===== src/rtl/motor_ramp.sv =====
// motor_ramp: command conditioner feeding a PWM motor driver.
//   Takes a signed speed command over valid/ready, slews the duty toward the
//   commanded magnitude once per ramp tick, and forces a ramp to zero plus a
//   dead time before the direction is allowed to flip. A level-sensitive
//   emergency stop overrides everything.
//
// Ports:
//   clk        in   system clock, rising edge
//   rst_n      in   asynchronous active-low reset
//   cmd_valid  in   speed command present
//   cmd_speed  in   9-bit signed speed, positive = direction 1
//   cmd_ready  out  command can be accepted (low only in ESTOP)
//   estop      in   emergency stop, level sensitive
//   enable     out  driver enable
//   direction  out  driver direction
//   duty_cycle out  driver duty (8 bits)
//   at_target  out  duty and direction match the current target
//
// state | meaning
// IDLE  | duty 0, driver disabled, waiting for a non-zero target
// RAMP  | slewing duty toward the target magnitude
// HOLD  | duty equals target, held constant
// BRAKE | slewing duty to 0 ahead of a reversal
// DEAD  | duty 0, counting dead ticks before flipping direction
// ESTOP | emergency stop, target cleared, commands refused
module motor_ramp #(
  parameter int unsigned clk_hz     = 25000000,
  parameter int unsigned step_hz    = 1000,
  parameter int unsigned step_size  = 1,
  parameter int unsigned dead_ticks = 50
) (
  input  logic       clk,
  input  logic       rst_n,
  input  logic       cmd_valid,
  input  logic [8:0] cmd_speed,
  output logic       cmd_ready,
  input  logic       estop,
  output logic       enable,
  output logic       direction,
  output logic [7:0] duty_cycle,
  output logic       at_target
);

  localparam int unsigned TICK_DIV = clk_hz / step_hz;
  localparam int unsigned PW = $clog2(TICK_DIV);
  localparam int unsigned DW = $clog2(dead_ticks + 1);
  localparam logic [PW-1:0] PRE_LAST  = PW'(TICK_DIV - 1);
  localparam logic [DW-1:0] DEAD_LAST = DW'(dead_ticks - 1);
  localparam logic [8:0]    STEP      = 9'(step_size);

  typedef enum logic [2:0] {
    S_IDLE, S_RAMP, S_HOLD, S_BRAKE, S_DEAD, S_ESTOP
  } state_t;

  state_t state, state_n;

  logic [PW-1:0] pre_cnt;
  logic          tick;
  logic [DW-1:0] dead_cnt, dead_cnt_n;
  logic [7:0]    tgt_mag, tgt_mag_n;
  logic          tgt_dir, tgt_dir_n;
  logic [7:0]    duty_n;
  logic          dir_n, enable_n, ready_n, at_target_n;
  logic          accept;
  logic [8:0]    abs9;
  logic [7:0]    cmd_mag;
  logic          cmd_dir;

  // Moves cur toward goal by at most STEP; lands exactly on goal when close.
  function automatic logic [7:0] step_toward(input logic [7:0] cur, input logic [7:0] goal);
    logic [8:0] c, g, r;
    c = {1'b0, cur};
    g = {1'b0, goal};
    if (g >= c) r = ((g - c) <= STEP) ? g : c + STEP;
    else        r = ((c - g) <= STEP) ? g : c - STEP;
    return 8'(r);
  endfunction

  // Free-running prescaler; never restarted by commands or state changes.
  assign tick = (pre_cnt == PRE_LAST);

  always_ff @(posedge clk or negedge rst_n) begin
    if (!rst_n)    pre_cnt <= '0;
    else if (tick) pre_cnt <= '0;
    else           pre_cnt <= pre_cnt + 1'b1;
  end

  // -256 has no positive 9-bit counterpart; it saturates to 255.
  assign abs9    = cmd_speed[8] ? (~cmd_speed + 9'd1) : cmd_speed;
  assign cmd_mag = abs9[8] ? 8'hFF : abs9[7:0];
  assign cmd_dir = (cmd_mag == 8'd0) ? direction : ~cmd_speed[8];
  assign accept  = cmd_valid & cmd_ready & ~estop;

  always_ff @(posedge clk or negedge rst_n) begin
    if (!rst_n) begin
      state      <= S_IDLE;
      tgt_mag    <= 8'd0;
      tgt_dir    <= 1'b1;
      dead_cnt   <= '0;
      duty_cycle <= 8'd0;
      direction  <= 1'b1;
      enable     <= 1'b0;
      at_target  <= 1'b1;
      cmd_ready  <= 1'b1;
    end else begin
      state      <= state_n;
      tgt_mag    <= tgt_mag_n;
      tgt_dir    <= tgt_dir_n;
      dead_cnt   <= dead_cnt_n;
      duty_cycle <= duty_n;
      direction  <= dir_n;
      enable     <= enable_n;
      at_target  <= at_target_n;
      cmd_ready  <= ready_n;
    end
  end

  always_comb begin
    state_n = state;
    if (estop) begin
      state_n = S_ESTOP;
    end else begin
      case (state)
        S_IDLE:
          if (tgt_mag != 8'd0) state_n = (tgt_dir == direction) ? S_RAMP : S_DEAD;
        S_RAMP:
          if (tgt_dir != direction)                           state_n = S_BRAKE;
          else if (duty_cycle == tgt_mag && tgt_mag != 8'd0)  state_n = S_HOLD;
          else if (duty_cycle == 8'd0 && tgt_mag == 8'd0)     state_n = S_IDLE;
        S_HOLD:
          if (tgt_dir != direction)       state_n = S_BRAKE;
          else if (duty_cycle != tgt_mag) state_n = S_RAMP;
        S_BRAKE:
          if (tgt_mag != 8'd0 && tgt_dir == direction) state_n = S_RAMP;
          else if (duty_cycle == 8'd0) state_n = (tgt_mag == 8'd0) ? S_IDLE : S_DEAD;
        S_DEAD:
          if (tgt_mag == 8'd0)                      state_n = S_IDLE;
          else if (tgt_dir == direction)            state_n = S_RAMP;
          else if (tick && dead_cnt == DEAD_LAST)   state_n = S_RAMP;
        S_ESTOP: state_n = S_IDLE;
        default: state_n = S_IDLE;
      endcase
    end
  end

  always_comb begin
    tgt_mag_n  = tgt_mag;
    tgt_dir_n  = tgt_dir;
    duty_n     = duty_cycle;
    dir_n      = direction;
    dead_cnt_n = '0;
    if (estop) begin
      // Target cleared so release lands in IDLE and needs a fresh command.
      tgt_mag_n = 8'd0;
      tgt_dir_n = direction;
      duty_n    = 8'd0;
    end else begin
      if (accept) begin
        tgt_mag_n = cmd_mag;
        tgt_dir_n = cmd_dir;
      end
      case (state)
        S_RAMP:
          if (tick) duty_n = step_toward(duty_cycle, (tgt_dir == direction) ? tgt_mag : 8'd0);
        S_BRAKE:
          if (tick) duty_n = step_toward(duty_cycle, 8'd0);
        S_HOLD:
          duty_n = duty_cycle;
        S_DEAD: begin
          duty_n = 8'd0;
          if (state_n == S_DEAD)
            dead_cnt_n = tick ? dead_cnt + 1'b1 : dead_cnt;
          else if (state_n == S_RAMP && tick && dead_cnt == DEAD_LAST)
            dir_n = tgt_dir;
        end
        default: duty_n = 8'd0;
      endcase
    end
    enable_n    = (state_n == S_RAMP) || (state_n == S_HOLD) ||
                  (state_n == S_BRAKE) || (state_n == S_DEAD);
    ready_n     = (state_n != S_ESTOP);
    at_target_n = (duty_n == tgt_mag_n) && (tgt_mag_n == 8'd0 || dir_n == tgt_dir_n) &&
                  (state_n != S_ESTOP);
  end

endmodule


===== config.mk =====
export PLATFORM = sky130hd
export DESIGN_NAME = motor_ramp
export DESIGN_NICKNAME = d
export VERILOG_FILES = /design/src/rtl/motor_ramp.sv
export SDC_FILE = /design/constraint.sdc
export NUM_CORES = 1
export LEC_CHECK = 0
export BUFFER_PORTS_ARGS = -buffer_cell sky130_fd_sc_hd__clkbuf_2
export CAP_MARGIN = 40
export CELL_PAD_IN_SITES_DETAIL_PLACEMENT = 0
export CELL_PAD_IN_SITES_GLOBAL_PLACEMENT = 1
export CORE_MARGIN = 5
export CORE_UTILIZATION = 43
export DETAILED_ROUTE_END_ITERATION = 8
export PLACE_DENSITY_LB_ADDON = 0.1
export RECOVER_POWER = 25
export SLEW_MARGIN = 20
export SYNTH_ARGS = -nofsm -noshare
export SYNTH_HDL_FRONTEND = slang
export SYNTH_SLANG_ARGS = --single-unit

===== constraint.sdc =====
create_clock -name clk -period 4.31 [get_ports clk]
set_input_delay 1.0775 -clock clk [delete_from_list [all_inputs] [get_ports clk]]
set_output_delay 1.0775 -clock clk [all_outputs]
set_load 0.02 [all_outputs]

==> metrics list <==
- Final slew viol count: 0
* Max clock buf depth: 2
* Clock latency at the later pin of the worst-skew pair: 0.31 ns
- At the worst endpoint, the arrival time is 4.28 ns.
- The first global-routing pass estimated 27900 um of wire.
* Total length of routed wires: 17700 um
- Multi-input logic area: 3610 um^2
- Power spread over the standard cell area amounts to 253 nW/um^2.
- Inserted Clock Buffers: 5
- The count of nets left with antenna violations once routing finished came out at 0.
- Net count, final: 719
* Final number of setup-violating endpoints: 0
* Sum of net half-perimeters after detailed placement: 13700 um
- Count of hold buffers inserted by post-cts repair: 0
- Setup repair after global routing left no endpoint under its margin.
- Post-DR wirelength/cell: 21.4 um
- Library cell used as clock root buffer: sky130_fd_sc_hd__clkbuf_16
- Yosys printed 0 warnings.
- Final core occ: 49.9%
- Synth cell count leaders: sky130_fd_sc_hd__nand2_1, sky130_fd_sc_hd__nor2_1, sky130_fd_sc_hd__dfrtp_1
- Sequential Area: 1130 um^2
- Register bit total from synthesis: 45
* Biggest area contributors in the synthesized netlist: sky130_fd_sc_hd__dfrtp_1, sky130_fd_sc_hd__ha_1, sky130_fd_sc_hd__nand2_1, sky130_fd_sc_hd__nor2_1, sky130_fd_sc_hd__xnor2_1
- In this run the critical register-to-register path is launched from tgt_dir.
- After clock tree synthesis, the clock-pin slew on the worst setup and hold paths is 0.08 ns.
- In this run, post-CTS repair resized a total of 0 instances.
- Chip Width: 117 um
- Initial DRC count: 592
- Number of fill cells in the layout: 1105
* Maximum fanout encountered on the critical timing path: 11
* Required @ worst endpoint: 4.53 ns
- In this run, placement finished with an instance count of 818.
* Die Area: 13800 um^2
- Maximum number of pins on one net before global-route repair: 22
- The clock arrives with 0.0190 ns of skew.
* Overall die height: 117 um
- The repair_antennas step left the layout with diodes totalling 0.
- Post-CTS Setup Inserts: 0
- The worst setup path is of the reg -> reg kind.
- Setup tns final: 0 ns
* Library cell occupying the most area in the post-synthesis netlist: sky130_fd_sc_hd__dfrtp_1
- # port buffers: 24
- Across the run, the number of max-cap violations was 0.
- Via/cell ratio: 6.42
* Leakage: 2.52 nW
- In this run the core area contains 39 standard-cell rows.
- In the synthesized netlist the async set-or-reset flop fraction comes to 100%.
- Synthesized netlist cell count: 639
* R2r setup slk: 0.25 ns
- Transition at the pin with the smallest max-transition slack: 1.16 ns
- Initial DRT Pass Iterations: 5
* Worst hold path depth: 1
- Syn avg cell area: 7.76 um^2
* Unique cell type count in the Yosys netlist: 88
- The run finished with clean final reports.
* Hold Path Class: reg -> reg
- Static timing analysis puts the maximum clock frequency at 0.246 GHz.
- The number of antenna violations at the first check in global routing came to 0.
* Number of flops mapped to enable cells by yosys: 0
- 25 I/O pins were placed.
- Fraction of layout cells with a size suffix above 1: 16.4%
- Cell depth of the worst flop-to-flop path: 15
- TritonCTS built the clock tree.
- The design draws 1.43 mW.
* Count of unresolved DRC violations after routing: 0
* Area of the placeable core: 11400 um^2
* Final Critical Period: 4.06 ns
* Vias: 5307
* # H-tree levels: 2
- Area of the mapped netlist: 4960 um^2
- The worst setup path is launched from a flip-flop.
- Final count of hold timing violations: 0
* Top flip-flop cell by instance count after synthesis: sky130_fd_sc_hd__dfrtp_1
- End of the worst register-to-register path: at_target
- Area fraction of the dominant cell type after synthesis: 20.7%
- Worst supply voltage drop on vdd: 0.169 mV
- Area Overhead vs Synth: 14.4%
- The number of global-route vias before repair is 5047.
- STA classifies the critical path endpoint as a flip-flop.
- Global placement routability congestion: 0.965
* Non-filler instance count after layout: 826
* Total GRT Usage: 24.9%
- Register area share after synthesis: 22.8%
- Slew headroom: 22.4%
* Post-route fraction of the period consumed by the critical path: 94.2%
- Number of nets in the synthesized netlist: 676
- After global routing the overflow that remains totals 0.
- The startpoint identified for the worst hold timing path is pre_cnt[0].
- Hold EP: pre_cnt[0]
* Starting density of the core: 43.6%
- The clock drives 45 sinks.
[per-stage QoR]
stage          worst slack, ns  instance area [um^2]  hold slack, ns
2_1_floorplan           0.0788                  4960           0.455
3_3_place_gp            0.0316                  5450           0.477
3_5_place_dp            0.0983                  5490           0.485
4_1_cts                  0.180                  5680           0.502
5_1_grt                 0.0178                  5670           0.525
6_report                 0.250                  5670           0.501
[worst max-delay path: stages, from the launching register on]
cell and delay [ns]:
sky130_fd_sc_hd__dfstp_2 0.60, sky130_fd_sc_hd__xnor2_2 0.23, sky130_fd_sc_hd__nand2_1 0.29, sky130_fd_sc_hd__ha_1 0.39, sky130_fd_sc_hd__ha_1 0.23, sky130_fd_sc_hd__and3_1 0.18
sky130_fd_sc_hd__a31oi_1 0.20, sky130_fd_sc_hd__and3_1 0.19, sky130_fd_sc_hd__o211a_1 0.18, sky130_fd_sc_hd__o21ai_1 0.12, sky130_fd_sc_hd__buf_4 0.18, sky130_fd_sc_hd__o211a_1 0.21
sky130_fd_sc_hd__a311o_1 0.37, sky130_fd_sc_hd__xnor2_1 0.15, sky130_fd_sc_hd__nand4b_1 0.20, sky130_fd_sc_hd__nor4_2 0.26
[power by group]
part	internal, mW	switching, mW	total [mW]	leakage [nW]
clock network	0.335	0.191	0.526	0.0944
logic	0.174	0.278	0.451	1.84
registers	0.435	0.0221	0.457	0.587
[worst max-delay path by stage]
stage	start	endpoint	cells past startpoint
floorplan	direction	at_target	17
global placement	cmd_speed[0]	at_target	13
detailed placement	cmd_speed[0]	at_target	13
CTS	tgt_dir	at_target	14
global route	tgt_dir	at_target	15
finish	tgt_dir	at_target	15
[state kept, by name, summed over array words and instances (netlist names)]
| register | cells |
|---|---|
| at_target | 1 |
| cmd_ready | 1 |
| state | 3 |
| tgt_dir | 1 |
| direction | 1 |
| enable | 1 |
| tgt_mag | 8 |
| dead_cnt | 6 |
| duty_cycle | 8 |
| pre_cnt | 15 |
[layout make-up]
cell class | count | area share [%]
Inverter | 21 | 1.39
Multi-Input combinational cell | 537 | 63.7
Tap cell | 143 | 3.15
Timing Repair Buffer | 72 | 8.43
Clock buffer | 5 | 2.21
Clock inverter | 3 | 1.21
Sequential cell | 45 | 19.9
[cell families after synthesis]
| logic type | share of synthesized area (%) |
|---|---|
| adder cells (fa/ha/maj) | 6.21 |
| AO/OA/AOI/OAI | 25.2 |
| multiplexers | 2.32 |
| XOR/XNOR | 8.81 |
| AND/OR/NAND/NOR | 30.0 |
| flip-flops | 22.8 |
| buffers and inverters | 4.62 |
[cell usage in the layout (no fill, tap or decap), types with 5 or more instances in the layout]
master                      count
sky130_fd_sc_hd__xnor2_1       27
sky130_fd_sc_hd__nor4_1         7
sky130_fd_sc_hd__o22ai_1        5
sky130_fd_sc_hd__o211ai_1       8
sky130_fd_sc_hd__o21ai_0       19
sky130_fd_sc_hd__nor2b_1       11
sky130_fd_sc_hd__or3_1         11
sky130_fd_sc_hd__mux2i_1        7
sky130_fd_sc_hd__buf_4         46
sky130_fd_sc_hd__nor2_1        68
sky130_fd_sc_hd__dfrtp_1       41
sky130_fd_sc_hd__a31oi_1       11
sky130_fd_sc_hd__nand2_1       68
sky130_fd_sc_hd__xor2_1        21
sky130_fd_sc_hd__nor3_1        17
sky130_fd_sc_hd__clkbuf_2      22
sky130_fd_sc_hd__a21o_1         5
sky130_fd_sc_hd__and3_1        16
sky130_fd_sc_hd__nand2b_1       9
sky130_fd_sc_hd__a211oi_1      10
sky130_fd_sc_hd__nand3_1       24
sky130_fd_sc_hd__or4_1          5
sky130_fd_sc_hd__ha_1          21
sky130_fd_sc_hd__nand4_1       10
sky130_fd_sc_hd__inv_1         20
sky130_fd_sc_hd__o31ai_1        7
sky130_fd_sc_hd__clkbuf_16      5
sky130_fd_sc_hd__a21oi_1       35
sky130_fd_sc_hd__o21a_1         9
[metal layers]
layer / up-vias / track usage (%) / part of all wire [%]
met1: 2554 / 34.7 / 44
met5: - / 0 / 0
li1: 2458 / - / -
met4: 0 / 11.3 / 4.5
met3: 47 / 3.13 / 6.9
met2: 248 / 38.5 / 45
Power figures use the tool's default switching activity.
